<file path="src/rtl/fan_ctrl_pkg.sv">
`default_nettype none
// ============================================================================
//  Module      : fan_ctrl_pkg
//  Description : Shared types and helpers for the multi-channel fan controller:
//                sweep FSM state encoding, signed saturation and duty clamps.
//  Revision    : 1.0 - initial release
// ============================================================================
package fan_ctrl_pkg;

    // Controller sweep sequencer states
    typedef enum logic [2:0] {
        ST_IDLE  = 3'd0,
        ST_LOAD  = 3'd1,
        ST_MAC   = 3'd2,
        ST_STORE = 3'd3,
        ST_DONE  = 3'd4
    } fsm_state_t;

    // Clamp a signed value into the range of a signed field 'width' bits wide
    function automatic logic signed [31:0] sat_signed(input logic signed [31:0] value,
                                                      input int width);
        logic signed [31:0] hi;
        logic signed [31:0] lo;
        hi = (32'sd1 <<< (width - 1)) - 32'sd1;
        lo = -hi - 32'sd1;
        if (value > hi) begin
            return hi;
        end else if (value < lo) begin
            return lo;
        end else begin
            return value;
        end
    endfunction

    // Automatic-mode duty: off for non-positive demand, else floor at pwm_min
    // so the fan never stalls, and never beyond a full period
    function automatic int duty_clamp(input int pid, input int pwm_min, input int period);
        int d;
        if (pid <= 0) begin
            d = 0;
        end else begin
            d = (pid < pwm_min) ? pwm_min : pid;
            if (d > period) begin
                d = period;
            end
        end
        return d;
    endfunction

    // Manual-mode duty: operator value limited to a full period
    function automatic int manual_duty_clamp(input int duty, input int period);
        return (duty > period) ? period : duty;
    endfunction

endpackage
`default_nettype wire

</file>
<file path="src/rtl/fan_pi_datapath.sv">
`default_nettype none
// ============================================================================
//  Module      : fan_pi_datapath
//  Description : Combinational PI step shared by all fan channels: error,
//                full-precision MAC, anti-windup saturation, output shift,
//                duty clamp and the bumpless manual-override path.
//  Revision    : 1.0 - initial release
// ============================================================================
module fan_pi_datapath
    import fan_ctrl_pkg::*;
#(
    parameter int ADC_BW     = 4,
    parameter int COEF_BW    = 8,
    parameter int FRAC_BW    = 6,
    parameter int PWM_PERIOD = 18
)
(
    input  logic                              i_manual,
    input  logic        [ADC_BW:0]            i_manual_duty,
    input  logic        [ADC_BW-1:0]          i_adc,
    input  logic        [ADC_BW-1:0]          i_set,
    input  logic signed [ADC_BW:0]            i_e_prev,
    input  logic signed [ADC_BW+FRAC_BW:0]    i_acc,
    input  logic signed [COEF_BW-1:0]         i_b2,
    input  logic signed [COEF_BW-1:0]         i_b1,
    input  logic        [ADC_BW-1:0]          i_pwm_min,
    output logic signed [ADC_BW:0]            o_e,
    output logic signed [ADC_BW+FRAC_BW:0]    o_acc_nxt,
    output logic signed [ADC_BW:0]            o_pid_nxt,
    output logic        [ADC_BW:0]            o_duty_nxt
);

    localparam int c_ew = ADC_BW + 1;
    localparam int c_aw = ADC_BW + 1 + FRAC_BW;

    logic signed [31:0] w_sum;
    logic signed [31:0] w_man_acc;

    // One PI step; manual mode preloads the accumulator so release is bumpless
    always_comb begin
        o_e       = signed'({1'b0, i_adc}) - signed'({1'b0, i_set});
        w_sum     = 32'(i_acc) + 32'(i_b2) * 32'(o_e) + 32'(i_b1) * 32'(i_e_prev);
        w_man_acc = 32'(i_manual_duty) << FRAC_BW;
        if (i_manual) begin
            o_acc_nxt  = c_aw'(sat_signed(w_man_acc, c_aw));
            o_pid_nxt  = c_ew'(sat_signed(32'(i_manual_duty), c_ew));
            o_duty_nxt = c_ew'(manual_duty_clamp(int'(i_manual_duty), PWM_PERIOD));
        end else begin
            o_acc_nxt  = c_aw'(sat_signed(w_sum, c_aw));
            o_pid_nxt  = c_ew'(o_acc_nxt >>> FRAC_BW);
            o_duty_nxt = c_ew'(duty_clamp(int'(o_pid_nxt), int'(i_pwm_min), PWM_PERIOD));
        end
    end

endmodule
`default_nettype wire

</file>
<file path="src/rtl/fan_ctrl_multi.sv">
`default_nettype none
// ============================================================================
//  Module      : fan_ctrl_multi
//  Description : Multi-channel fan controller. One time-multiplexed PI datapath
//                serves all channels in a LOAD/MAC/STORE sweep started by a
//                tick divider; one shared PWM counter drives all fan outputs
//                with duty updates applied only at the period wrap.
//  Revision    : 1.0 - initial release
// ============================================================================
module fan_ctrl_multi
    import fan_ctrl_pkg::*;
#(
    parameter int CHANNELS     = 4,
    parameter int ADC_BW       = 4,
    parameter int COEF_BW      = 8,
    parameter int FRAC_BW      = 6,
    parameter int PID_TICK_DIV = 200000,
    parameter int PWM_PERIOD   = 18
)
(
    input  logic                             clk_i,
    input  logic                             rst_i,
    input  logic                             clk_en_i,
    input  logic [CHANNELS*ADC_BW-1:0]       adc_i,
    input  logic [CHANNELS*ADC_BW-1:0]       set_i,
    input  logic [CHANNELS-1:0]              manual_i,
    input  logic [CHANNELS*(ADC_BW+1)-1:0]   manual_duty_i,
    input  logic [COEF_BW-1:0]               b2_i,
    input  logic [COEF_BW-1:0]               b1_i,
    input  logic [ADC_BW-1:0]                pwm_min_i,
    output logic [CHANNELS-1:0]              pwm_o,
    output logic [CHANNELS*(ADC_BW+1)-1:0]   pid_val_o,
    output logic                             busy_o,
    output logic                             done_o
);

    localparam int c_ew   = ADC_BW + 1;
    localparam int c_aw   = ADC_BW + 1 + FRAC_BW;
    localparam int c_chw  = (CHANNELS > 1) ? $clog2(CHANNELS) : 1;
    localparam int c_divw = $clog2(PID_TICK_DIV);

    localparam logic [c_divw-1:0] c_div_last = c_divw'(PID_TICK_DIV - 1);
    localparam logic [c_chw-1:0]  c_ch_last  = c_chw'(CHANNELS - 1);
    localparam logic [c_ew-1:0]   c_cnt_last = c_ew'(PWM_PERIOD - 1);

    // Parameter sanity checks at elaboration
    if (PID_TICK_DIV < 4 * CHANNELS) begin : g_chk_div
        $error("PID_TICK_DIV must be at least 4*CHANNELS");
    end
    if (CHANNELS < 1 || CHANNELS > 8) begin : g_chk_channels
        $error("CHANNELS must be in 1..8");
    end
    if (PWM_PERIOD < 2 || PWM_PERIOD > (2 ** (ADC_BW + 1)) - 1) begin : g_chk_period
        $error("PWM_PERIOD out of range");
    end

    // Tick divider
    logic [c_divw-1:0] r_div;
    logic              w_tick;

    // Sweep sequencer and per-channel state
    fsm_state_t               r_state;
    logic [c_chw-1:0]         r_ch;
    logic                     r_busy;
    logic                     r_done;
    logic                     r_man;
    logic [c_ew-1:0]          r_man_duty;
    logic [ADC_BW-1:0]        r_adc;
    logic [ADC_BW-1:0]        r_set;
    logic signed [c_ew-1:0]   r_e_prev_ld;
    logic signed [c_aw-1:0]   r_acc_ld;
    logic signed [c_ew-1:0]   r_e_new;
    logic signed [c_aw-1:0]   r_acc_new;
    logic signed [c_ew-1:0]   r_pid_new;
    logic [c_ew-1:0]          r_duty_new;
    logic signed [c_aw-1:0]   r_acc_mem     [CHANNELS];
    logic signed [c_ew-1:0]   r_eprev_mem   [CHANNELS];
    logic [c_ew-1:0]          r_duty_shadow [CHANNELS];
    logic [CHANNELS*c_ew-1:0] r_pid_val;

    // Datapath results
    logic signed [c_ew-1:0]   w_e;
    logic signed [c_aw-1:0]   w_acc_nxt;
    logic signed [c_ew-1:0]   w_pid_nxt;
    logic [c_ew-1:0]          w_duty_nxt;

    // PWM
    logic [c_ew-1:0]          r_cnt;
    logic [c_ew-1:0]          w_cnt_nxt;
    logic                     w_pwm_wrap;
    logic [c_ew-1:0]          r_duty_active [CHANNELS];
    logic [c_ew-1:0]          w_duty_sel    [CHANNELS];
    logic [CHANNELS-1:0]      w_pwm_nxt;
    logic [CHANNELS-1:0]      r_pwm;

    assign w_tick = clk_en_i && (r_div == c_div_last);

    // Free-running sweep-rate divider on enabled cycles
    always_ff @(posedge clk_i or posedge rst_i) begin
        if (rst_i) begin
            r_div <= '0;
        end else if (clk_en_i) begin
            r_div <= (r_div == c_div_last) ? '0 : r_div + 1'b1;
        end
    end

    fan_pi_datapath #(
        .ADC_BW     (ADC_BW),
        .COEF_BW    (COEF_BW),
        .FRAC_BW    (FRAC_BW),
        .PWM_PERIOD (PWM_PERIOD)
    ) u_datapath (
        .i_manual      (r_man),
        .i_manual_duty (r_man_duty),
        .i_adc         (r_adc),
        .i_set         (r_set),
        .i_e_prev      (r_e_prev_ld),
        .i_acc         (r_acc_ld),
        .i_b2          (b2_i),
        .i_b1          (b1_i),
        .i_pwm_min     (pwm_min_i),
        .o_e           (w_e),
        .o_acc_nxt     (w_acc_nxt),
        .o_pid_nxt     (w_pid_nxt),
        .o_duty_nxt    (w_duty_nxt)
    );

    // Sweep sequencer: LOAD latches one channel, MAC captures the step, STORE commits it
    always_ff @(posedge clk_i or posedge rst_i) begin
        if (rst_i) begin
            r_state     <= ST_IDLE;
            r_ch        <= '0;
            r_busy      <= 1'b0;
            r_done      <= 1'b0;
            r_man       <= 1'b0;
            r_man_duty  <= '0;
            r_adc       <= '0;
            r_set       <= '0;
            r_e_prev_ld <= '0;
            r_acc_ld    <= '0;
            r_e_new     <= '0;
            r_acc_new   <= '0;
            r_pid_new   <= '0;
            r_duty_new  <= '0;
            r_pid_val   <= '0;
            for (int i = 0; i < CHANNELS; i++) begin
                r_acc_mem[i]     <= '0;
                r_eprev_mem[i]   <= '0;
                r_duty_shadow[i] <= '0;
            end
        end else if (clk_en_i) begin
            case (r_state)
                ST_IDLE: begin
                    if (w_tick) begin
                        r_state <= ST_LOAD;
                        r_ch    <= '0;
                        r_busy  <= 1'b1;
                    end
                end
                ST_LOAD: begin
                    r_adc       <= adc_i[int'(r_ch)*ADC_BW +: ADC_BW];
                    r_set       <= set_i[int'(r_ch)*ADC_BW +: ADC_BW];
                    r_man       <= manual_i[r_ch];
                    r_man_duty  <= manual_duty_i[int'(r_ch)*c_ew +: c_ew];
                    r_e_prev_ld <= r_eprev_mem[r_ch];
                    r_acc_ld    <= r_acc_mem[r_ch];
                    r_state     <= ST_MAC;
                end
                ST_MAC: begin
                    r_e_new    <= w_e;
                    r_acc_new  <= w_acc_nxt;
                    r_pid_new  <= w_pid_nxt;
                    r_duty_new <= w_duty_nxt;
                    r_state    <= ST_STORE;
                end
                ST_STORE: begin
                    r_acc_mem[r_ch]                    <= r_acc_new;
                    r_eprev_mem[r_ch]                  <= r_e_new;
                    r_duty_shadow[r_ch]                <= r_duty_new;
                    r_pid_val[int'(r_ch)*c_ew +: c_ew] <= r_pid_new;
                    if (r_ch == c_ch_last) begin
                        r_state <= ST_DONE;
                        r_done  <= 1'b1;
                    end else begin
                        r_ch    <= r_ch + 1'b1;
                        r_state <= ST_LOAD;
                    end
                end
                ST_DONE: begin
                    r_state <= ST_IDLE;
                    r_done  <= 1'b0;
                    r_busy  <= 1'b0;
                end
                default: begin
                    r_state <= ST_IDLE;
                    r_done  <= 1'b0;
                    r_busy  <= 1'b0;
                end
            endcase
        end
    end

    assign w_pwm_wrap = (r_cnt == c_cnt_last);
    assign w_cnt_nxt  = w_pwm_wrap ? '0 : r_cnt + 1'b1;

    // Per-channel comparators evaluated on next-cycle counter/duty so pwm_o is a flop
    for (genvar g = 0; g < CHANNELS; g++) begin : g_pwm
        assign w_duty_sel[g] = w_pwm_wrap ? r_duty_shadow[g] : r_duty_active[g];
        assign w_pwm_nxt[g]  = (w_cnt_nxt < w_duty_sel[g]);
    end

    // Shared PWM counter; active duties follow shadows only at the wrap
    always_ff @(posedge clk_i or posedge rst_i) begin
        if (rst_i) begin
            r_cnt <= '0;
            r_pwm <= '0;
            for (int i = 0; i < CHANNELS; i++) begin
                r_duty_active[i] <= '0;
            end
        end else if (clk_en_i) begin
            r_cnt <= w_cnt_nxt;
            r_pwm <= w_pwm_nxt;
            if (w_pwm_wrap) begin
                for (int i = 0; i < CHANNELS; i++) begin
                    r_duty_active[i] <= r_duty_shadow[i];
                end
            end
        end
    end

    assign pwm_o     = r_pwm;
    assign pid_val_o = r_pid_val;
    assign busy_o    = r_busy;
    assign done_o    = r_done;

endmodule
`default_nettype wire
</file>
<file path="config.mk">
export PLATFORM = sky130hd
export DESIGN_NAME = fan_ctrl_multi
export DESIGN_NICKNAME = d
export VERILOG_FILES = /design/src/rtl/fan_ctrl_pkg.sv /design/src/rtl/fan_pi_datapath.sv /design/src/rtl/fan_ctrl_multi.sv
export SDC_FILE = /design/constraint.sdc
export NUM_CORES = 1
export LEC_CHECK = 0
export BUFFER_PORTS_ARGS = -buffer_cell sky130_fd_sc_hd__buf_2
export CAP_MARGIN = 20
export CORE_MARGIN = 2
export CORE_UTILIZATION = 60
export CTS_BUF_LIST = sky130_fd_sc_hd__clkbuf_8
export DETAILED_ROUTE_END_ITERATION = 16
export PLACE_DENSITY = 0.8
export SETUP_SLACK_MARGIN = 0.4
export SLEW_MARGIN = 10
export SYNTH_ARGS = -nofsm -noshare
export SYNTH_HDL_FRONTEND = slang
export SYNTH_SLANG_ARGS = --single-unit
</file>
<file path="constraint.sdc">
create_clock -name clk_i -period 10.87 [get_ports clk_i]
set_input_delay 2.7175 -clock clk_i [delete_from_list [all_inputs] [get_ports clk_i]]
set_output_delay 2.7175 -clock clk_i [all_outputs]
set_load 0.02 [all_outputs]
</file>
# Word-level counts from Yosys, hierarchy flattened

Cells that the tools add are included.

Equality and inequality tests: 9
Order comparisons: 16
Bitwise logic cells: 3
Reduce and logical (&&, ||, !) cells: 14
Div/mod/pow operators: 0
Mux-type cells: 45
Multiply operators: 3
Add/subtract/negate cells: 7
Shift operators: 5

Operators by type and width:

| operator                                               | number |
|---|---|
| two-way mux 11 bit                                     | 9 |
| two-way mux 5 bit                                      | 14 |
| bitwise mux 20 bit                                     | 3 |
| bitwise mux 44 bit                                     | 1 |
| negator 5 -> 33 bit                                    | 1 |
| variable shift 5 x 33 -> 20 bit (first input constant) | 1 |
| variable part select 5 x 33 -> 20 bit                  | 1 |
| > comparator 32 x 11 -> 1 bit (second input constant)  | 1 |
| > comparator 32 x 6 -> 1 bit (second input constant)   | 1 |
| < comparator 32 x 11 -> 1 bit (second input constant)  | 1 |
| two-way mux 32 bit                                     | 1 |
| variable part select 16 x 5 -> 4 bit                   | 2 |
| variable part select 20 x 32 -> 5 bit                  | 1 |
| multiplier 8 x 5 -> 13 bit                             | 2 |
| < comparator 5 bit                                     | 5 |
| binary-select mux 11 bit (select 2 bit)                | 1 |
| demux 11 bit (select 2 bit)                            | 1 |
| adder 18 x 1 -> 18 bit (second input constant)         | 1 |
| equality test 18 bit (second input constant)           | 1 |
| two-way mux 18 bit                                     | 1 |
| adder 14 x 13 -> 15 bit                                | 1 |
| adder 11 x 13 -> 14 bit                                | 1 |
| < comparator 12 x 11 -> 1 bit (second input constant)  | 1 |
| case mux 3 bit (4 select lines)                        | 1 |
| other kinds (33)                                       | 49 |

Output and inout port bits: 26
Memories kept: 0
Bits in latches: 0
Flip-flop bits (word level): 214
Input bits: 79
Bits in read-only memories: 0
Word-level logic and storage cells: 136
RAM bits: 0

# Depth between registers and ports, before layout

Depth after elaboration: 14
Depth in mapped cells: 35
Gate-level depth less buffers: 34

# Cells and area by module

Synthesis repeated with hierarchy kept, for this count alone.

Cells, all modules: 1,204
Area, all modules: 14,137.3 um^2

Modules (own cells, without submodules):

| module          | area each (um^2) | cells each | instances |
|---|---|---|---|
| fan_ctrl_multi  | 9,770.6          | 705        | 1 |
| fan_pi_datapath | 4,366.7          | 499        | 1 |

# Worst setup path after synthesis

No wires, ideal clock.

Kind: input-to-reg
From: input b2_i[7]
To: register r_duty_new[2]
Path slack: 1.821 ns
Setup time: 0.137 ns
Data required time: 10.733 ns
Buffers on the path: 1
Arrival time: 8.912 ns
Stages: 22
Path through: nor2b_1 > fa_1 > fa_1 > inv_1 > fa_1 > fa_1 > fa_1 > inv_1 > ha_1 > and3_1 > nand2_1 > or3_1 > o311ai_2 > a32oi_2 > buf_4 > or2_2 > ha_1 > a2111oi_2 > ha_1 > inv_1 > mux2i_1 > o21ai_1

Word-level cells in the longest chain between the ends: 13
Elaborated cells on any way between the ends: 15
Classes of those cells: add/sub: 2; mul: 1; order compare: 5; mux: 7

RTL lines:

| element                        | RTL line              | text |
|---|---|---|
| start: declaration             | fan_ctrl_multi.sv:28  | `input logic [COEF_BW-1:0] b2_i,` |
| multiplier 8 x 5 -> 13 bit (*) | fan_pi_datapath.sv:42 | `w_sum = 32'(i_acc) + 32'(i_b2) * 32'(o_e) + 32'(i_b1) * 32'(i_e_prev);` |
| adder 11 x 13 -> 14 bit (*)    | fan_pi_datapath.sv:42 |  |
| adder 14 x 13 -> 15 bit (*)    | fan_pi_datapath.sv:42 |  |
| < comparator 32 x 11 -> 1 bit  | fan_ctrl_pkg.sv:28    | `end else if (value < lo) begin` |
| two-way mux 11 bit             | fan_ctrl_pkg.sv:28    |  |
| two-way mux 11 bit (*)         | fan_ctrl_pkg.sv:26    | `if (value > hi) begin` |
| two-way mux 11 bit (*)         | fan_pi_datapath.sv:44 | `if (i_manual) begin` |
| < comparator 5 bit             | fan_ctrl_pkg.sv:42    | `d = (pid < pwm_min) ? pwm_min : pid;` |
| two-way mux 32 bit             | fan_ctrl_pkg.sv:42    |  |
| > comparator 32 x 6 -> 1 bit   | fan_ctrl_pkg.sv:43    | `if (d > period) begin` |
| two-way mux 5 bit              | fan_ctrl_pkg.sv:43    |  |
| two-way mux 5 bit (*)          | fan_ctrl_pkg.sv:39    | `if (pid <= 0) begin` |
| two-way mux 5 bit (*)          | fan_pi_datapath.sv:44 |  |
| end signal: assignment         | fan_ctrl_multi.sv:173 | `r_duty_new <= w_duty_nxt;` |
| end: declaration               | fan_ctrl_multi.sv:75  | `logic [c_ew-1:0] r_duty_new;` |

Mark *: on every way between the ends. The rest lies on a longest branch, timed or not. The select of a mux whose other input is x is not followed.
A chain may end at the register's enable or synchronous reset.

# Worst setup path after layout

From: input b2_i[7]
To: register r_duty_new[3]

The elaborated chain is that of the path after synthesis.

==> results.yml <==
drt:
  dr.pass1.iters: 5
  routed_wl_mm: 28.64
  drtAntennaViolNets: 0
  wl_per_cell_um: 17.70
  num_vias: 9312
  drc: 0
  drt_iter0_markers: 579
  vias_per_cell: 5.755
layout:
  final_common_cell: "dfrtp_1"
  final_nets: 1559
  multi_input_area_mm2: 0.007873
  layout_common_cells: "dfrtp_1 (212), mux2_2 (135), nand2_1 (131)"
  fin_cells: 1618
  fill_cells: 1621
  register_area_mm2: 0.005331
  drive_above_1_share_pct: 27.08
  diodes: 0
  syn2layout_area_growth_pct: 11.03
synthesis:
  syn_nets: 1454
  ys_seq_elements: 213
  synth_warnings: 0
  seq_area_frac_synth_pct: 38.55
  post_synth_num_cell_types: 58
  synth.cell_area_mm2: 0.01383
  netlist_instances: 1203
  syn_area_per_cell_um2: 11.49
  ys.flop_type: "dfrtp_1"
  synth_edf_count: 0
  synthArstFlopShare_pct: 100.0
clock_network:
  htree_levels: 2
  postCtsHoldBufs: 0
  cts_setup_buffers: 0
  cts_tree: "done"
  clkTransAtPathRegs_ns: 0.07
  clk_path_buf_depth: 3
  clockRootBuffer: "clkbuf_8"
  cts_resized: 0
  cts_buffers: 35
  clk_latency_ns: 0.54
  cts_num_sinks: 213
timing:
  slew_headroom_pct: 26.76
  finalMaxSlewViolations: 0
  tns_ns: 0
  fin_skew_ns: 0.02337
  finalCriticalPeriod_ns: 9.366
  fmax_mhz: 106.8
  rsz0062_at_grt: "no"
  worst_slew_pin_slew_ns: 1.099
  final_hold_viol_count: 0
  fin_crit_sh_pct: 86.17
  setup_viol: 0
die:
  dieArea_mm2: 0.02428
  core_area_mm2: 0.02264
  rows: 55
  ios: 105
  start_util_pct: 61.07
  die_h_um: 155.8
  die_x_um: 155.8
power:
  intPower_mw: 1.598
  p_sw_mw: 0.8475
  powerDensity_mw_per_mm2: 159.3
  p_comb_share_pct: 35.3
  p_clk_share_pct: 29.6
  vdd_ir_drop_max_mv: 0.08976
  power_leakage_nw: 7.627
  pwr-share-seq_pct: 35.1
  p_sw_share_pct: 34.65
place:
  place_hpwl_mm: 21.07
  io_buffers: 104
  post-place-cells: 1556
  gp_congestion: 0.8814
hold_path:
  whs_path_depth: 1
  worstHoldStart: "r_div[4]$_DFFE_PP0P_"
  holdPathEnd: "r_div[4]$_DFFE_PP0P_"
  min_path_type: "reg2reg"
worst_setup_path:
  cp_slowest_stage_delay_ns: 0.60
  r2r-start: "r_adc[0]$_DFFE_PP0P_"
  path_class: "in2reg"
  path_max_fanout: 13
  slowest_stage: "a32oi_2"
  worst-r2r-cell-count: 30
  end_kind: "register"
  required_ns: 11.28
  cp.buffers_inverters: 3
  r2r_slack_ns: 2.38
  crit_arrival_ns: 9.78
  timing.rr.end: "r_duty_new[3]$_DFFE_PP0P_"
  critPathLaunchType: "primary input"
  path_delay_family: "adder cells"
  cp_common_cell: "fa_1"
  crit_path_cell_trace: "buf_2, nor2b_1, fa_1, fa_1, inv_1, fa_1, fa_1, fa_1, inv_1, ha_1, nand2_1, o21ai_0, mux2i_1, o311ai_2, a32oi_2, a2bb2oi_2, ha_1, nand2_1, nor3_1, a2111oi_2, ha_1, o31ai_1, o22ai_1"
grt:
  overflow: 0
  antenna_found_initial: 0
  grt_pass1_vias: 9775
  grt_usage_pct: 25.20
  grt_pass1_wl_mm: 48.88
  grt_max_degree: 136
status:
  outcome: "complete, no violations"
run:
  maxCapViolCount: 0
-- flip-flops by register name (all words and copies together) (netlist names), 5 cells and up --
register,flops
pid_val_o,20
r_acc_ld,11
r_acc_mem,44
r_acc_new,11
r_cnt,5
r_div,18
r_duty_active,20
r_duty_new,5
r_duty_shadow,20
r_e_new,5
r_e_prev_ld,5
r_eprev_mem,20
r_man_duty,5
-- through the flow --
stage / util (%) / setup slack (ns) / hold WS, ns / cell area (um2) / power [mW]
after detailed placement: 64.58 / 1.025 / 0.4693 / 14620 / 1.730
after global routing: 67.81 / 1.060 / 0.5140 / 15350 / 2.624
after CTS: 67.81 / 1.572 / 0.4823 / 15350 / 2.458
final: 67.81 / 1.504 / 0.4876 / 15350 / 2.446
after global placement: 64.58 / 1.304 / 0.4597 / 14620 / 1.697
after floorplan: - / 1.821 / 0.4462 / 13830 / 1.556
-- worst register-to-register path: cells and delay by family, from the launching register on --
kind                       cells  cell delay (ns)
adders and majority gates     10             3.93
AOI/OAI and AO/OA              7             2.08
xor gates and xnor gates       1             0.66
buffers and inverters          7             0.53
and+or+nand+nor                4             0.48
DFF                            1             0.36
muxes                          1             0.31
-- metal layers --
| layer | global-route usage (%) | part of all wire, % |
|---|---|---|
| met1 | 35.99 | 45 |
| met2 | 40.90 | 48 |
| met3 | 3.694 | 4.7 |
| met5 | 0 | 0 |
| met4 | 6.946 | 2.0 |
-- worst max-delay path by stage --
stage               cells past startpoint                         to  slack, ns     from
CTS                                    23  r_duty_new[3]$_DFFE_PP0P_       1.57  b2_i[7]
global placement                       25  r_duty_new[3]$_DFFE_PP0P_       1.30  b2_i[7]
global route                           24  r_duty_new[3]$_DFFE_PP0P_       1.06  b2_i[7]
floorplan                              22  r_duty_new[2]$_DFFE_PP0P_       1.82  b2_i[7]
finish                                 23  r_duty_new[3]$_DFFE_PP0P_       1.50  b2_i[7]
detailed placement                     23  r_duty_new[3]$_DFFE_PP0P_       1.03  b2_i[7]
-- power groups by stage --
stage / Combinational (mW) / Sequential [mW] / Clock, mW
finish: 0.862 / 0.859 / 0.724
global route: 0.983 / 0.865 / 0.776
CTS: 0.861 / 0.858 / 0.739
detailed placement: 0.857 / 0.873 / 0
global placement: 0.826 / 0.871 / 0
floorplan: 0.690 / 0.866 / 0
-- Yosys cell counts, types with 9 or more instances --
library cell | count | share of area, %
a21oi_1 | 33 | 1.2
clkbuf_1 | 35 | 0.95
dfrtp_1 | 213 | 39
mux4_2 | 30 | 4.9
mux2_2 | 135 | 11
and2_1 | 36 | 1.6
o21ai_0 | 50 | 1.8
xnor2_1 | 21 | 1.3
mux2i_1 | 19 | 1.4
nor2b_1 | 19 | 0.86
fa_1 | 91 | 13
a21o_1 | 17 | 0.92
nand3_1 | 13 | 0.47
nor2_1 | 39 | 1.1
ha_1 | 81 | 7.3
inv_1 | 122 | 3.3
nor3_1 | 9 | 0.33
xor2_1 | 11 | 0.70
nand2_1 | 132 | 3.6
-- logic make-up (layout without fill, tap and decap cells) --
family / after synthesis / in the layout / share of synthesized area, %
AOI/OAI and AO/OA: 143 / 143 / 6.823
xor gates and xnor gates: 32 / 32 / 2.027
adders and majority gates: 172 / 172 / 20.50
buffers and inverters: 168 / 298 / 4.615
DFF: 213 / 213 / 38.55
muxes: 184 / 184 / 17.26
and+or+nand+nor: 291 / 291 / 10.23
-- cell type report --
type / instances / area share [%]
multi-input cells: 822 / 51.28
well taps: 285 / 2.323
repair buffers: 114 / 3.879
clock buffers: 45 / 4.034
flip-flops and latches: 213 / 34.73
clock inverters: 17 / 0.7253
inverters: 122 / 3.032
Note: power is estimated with default switching activity, not from simulation.
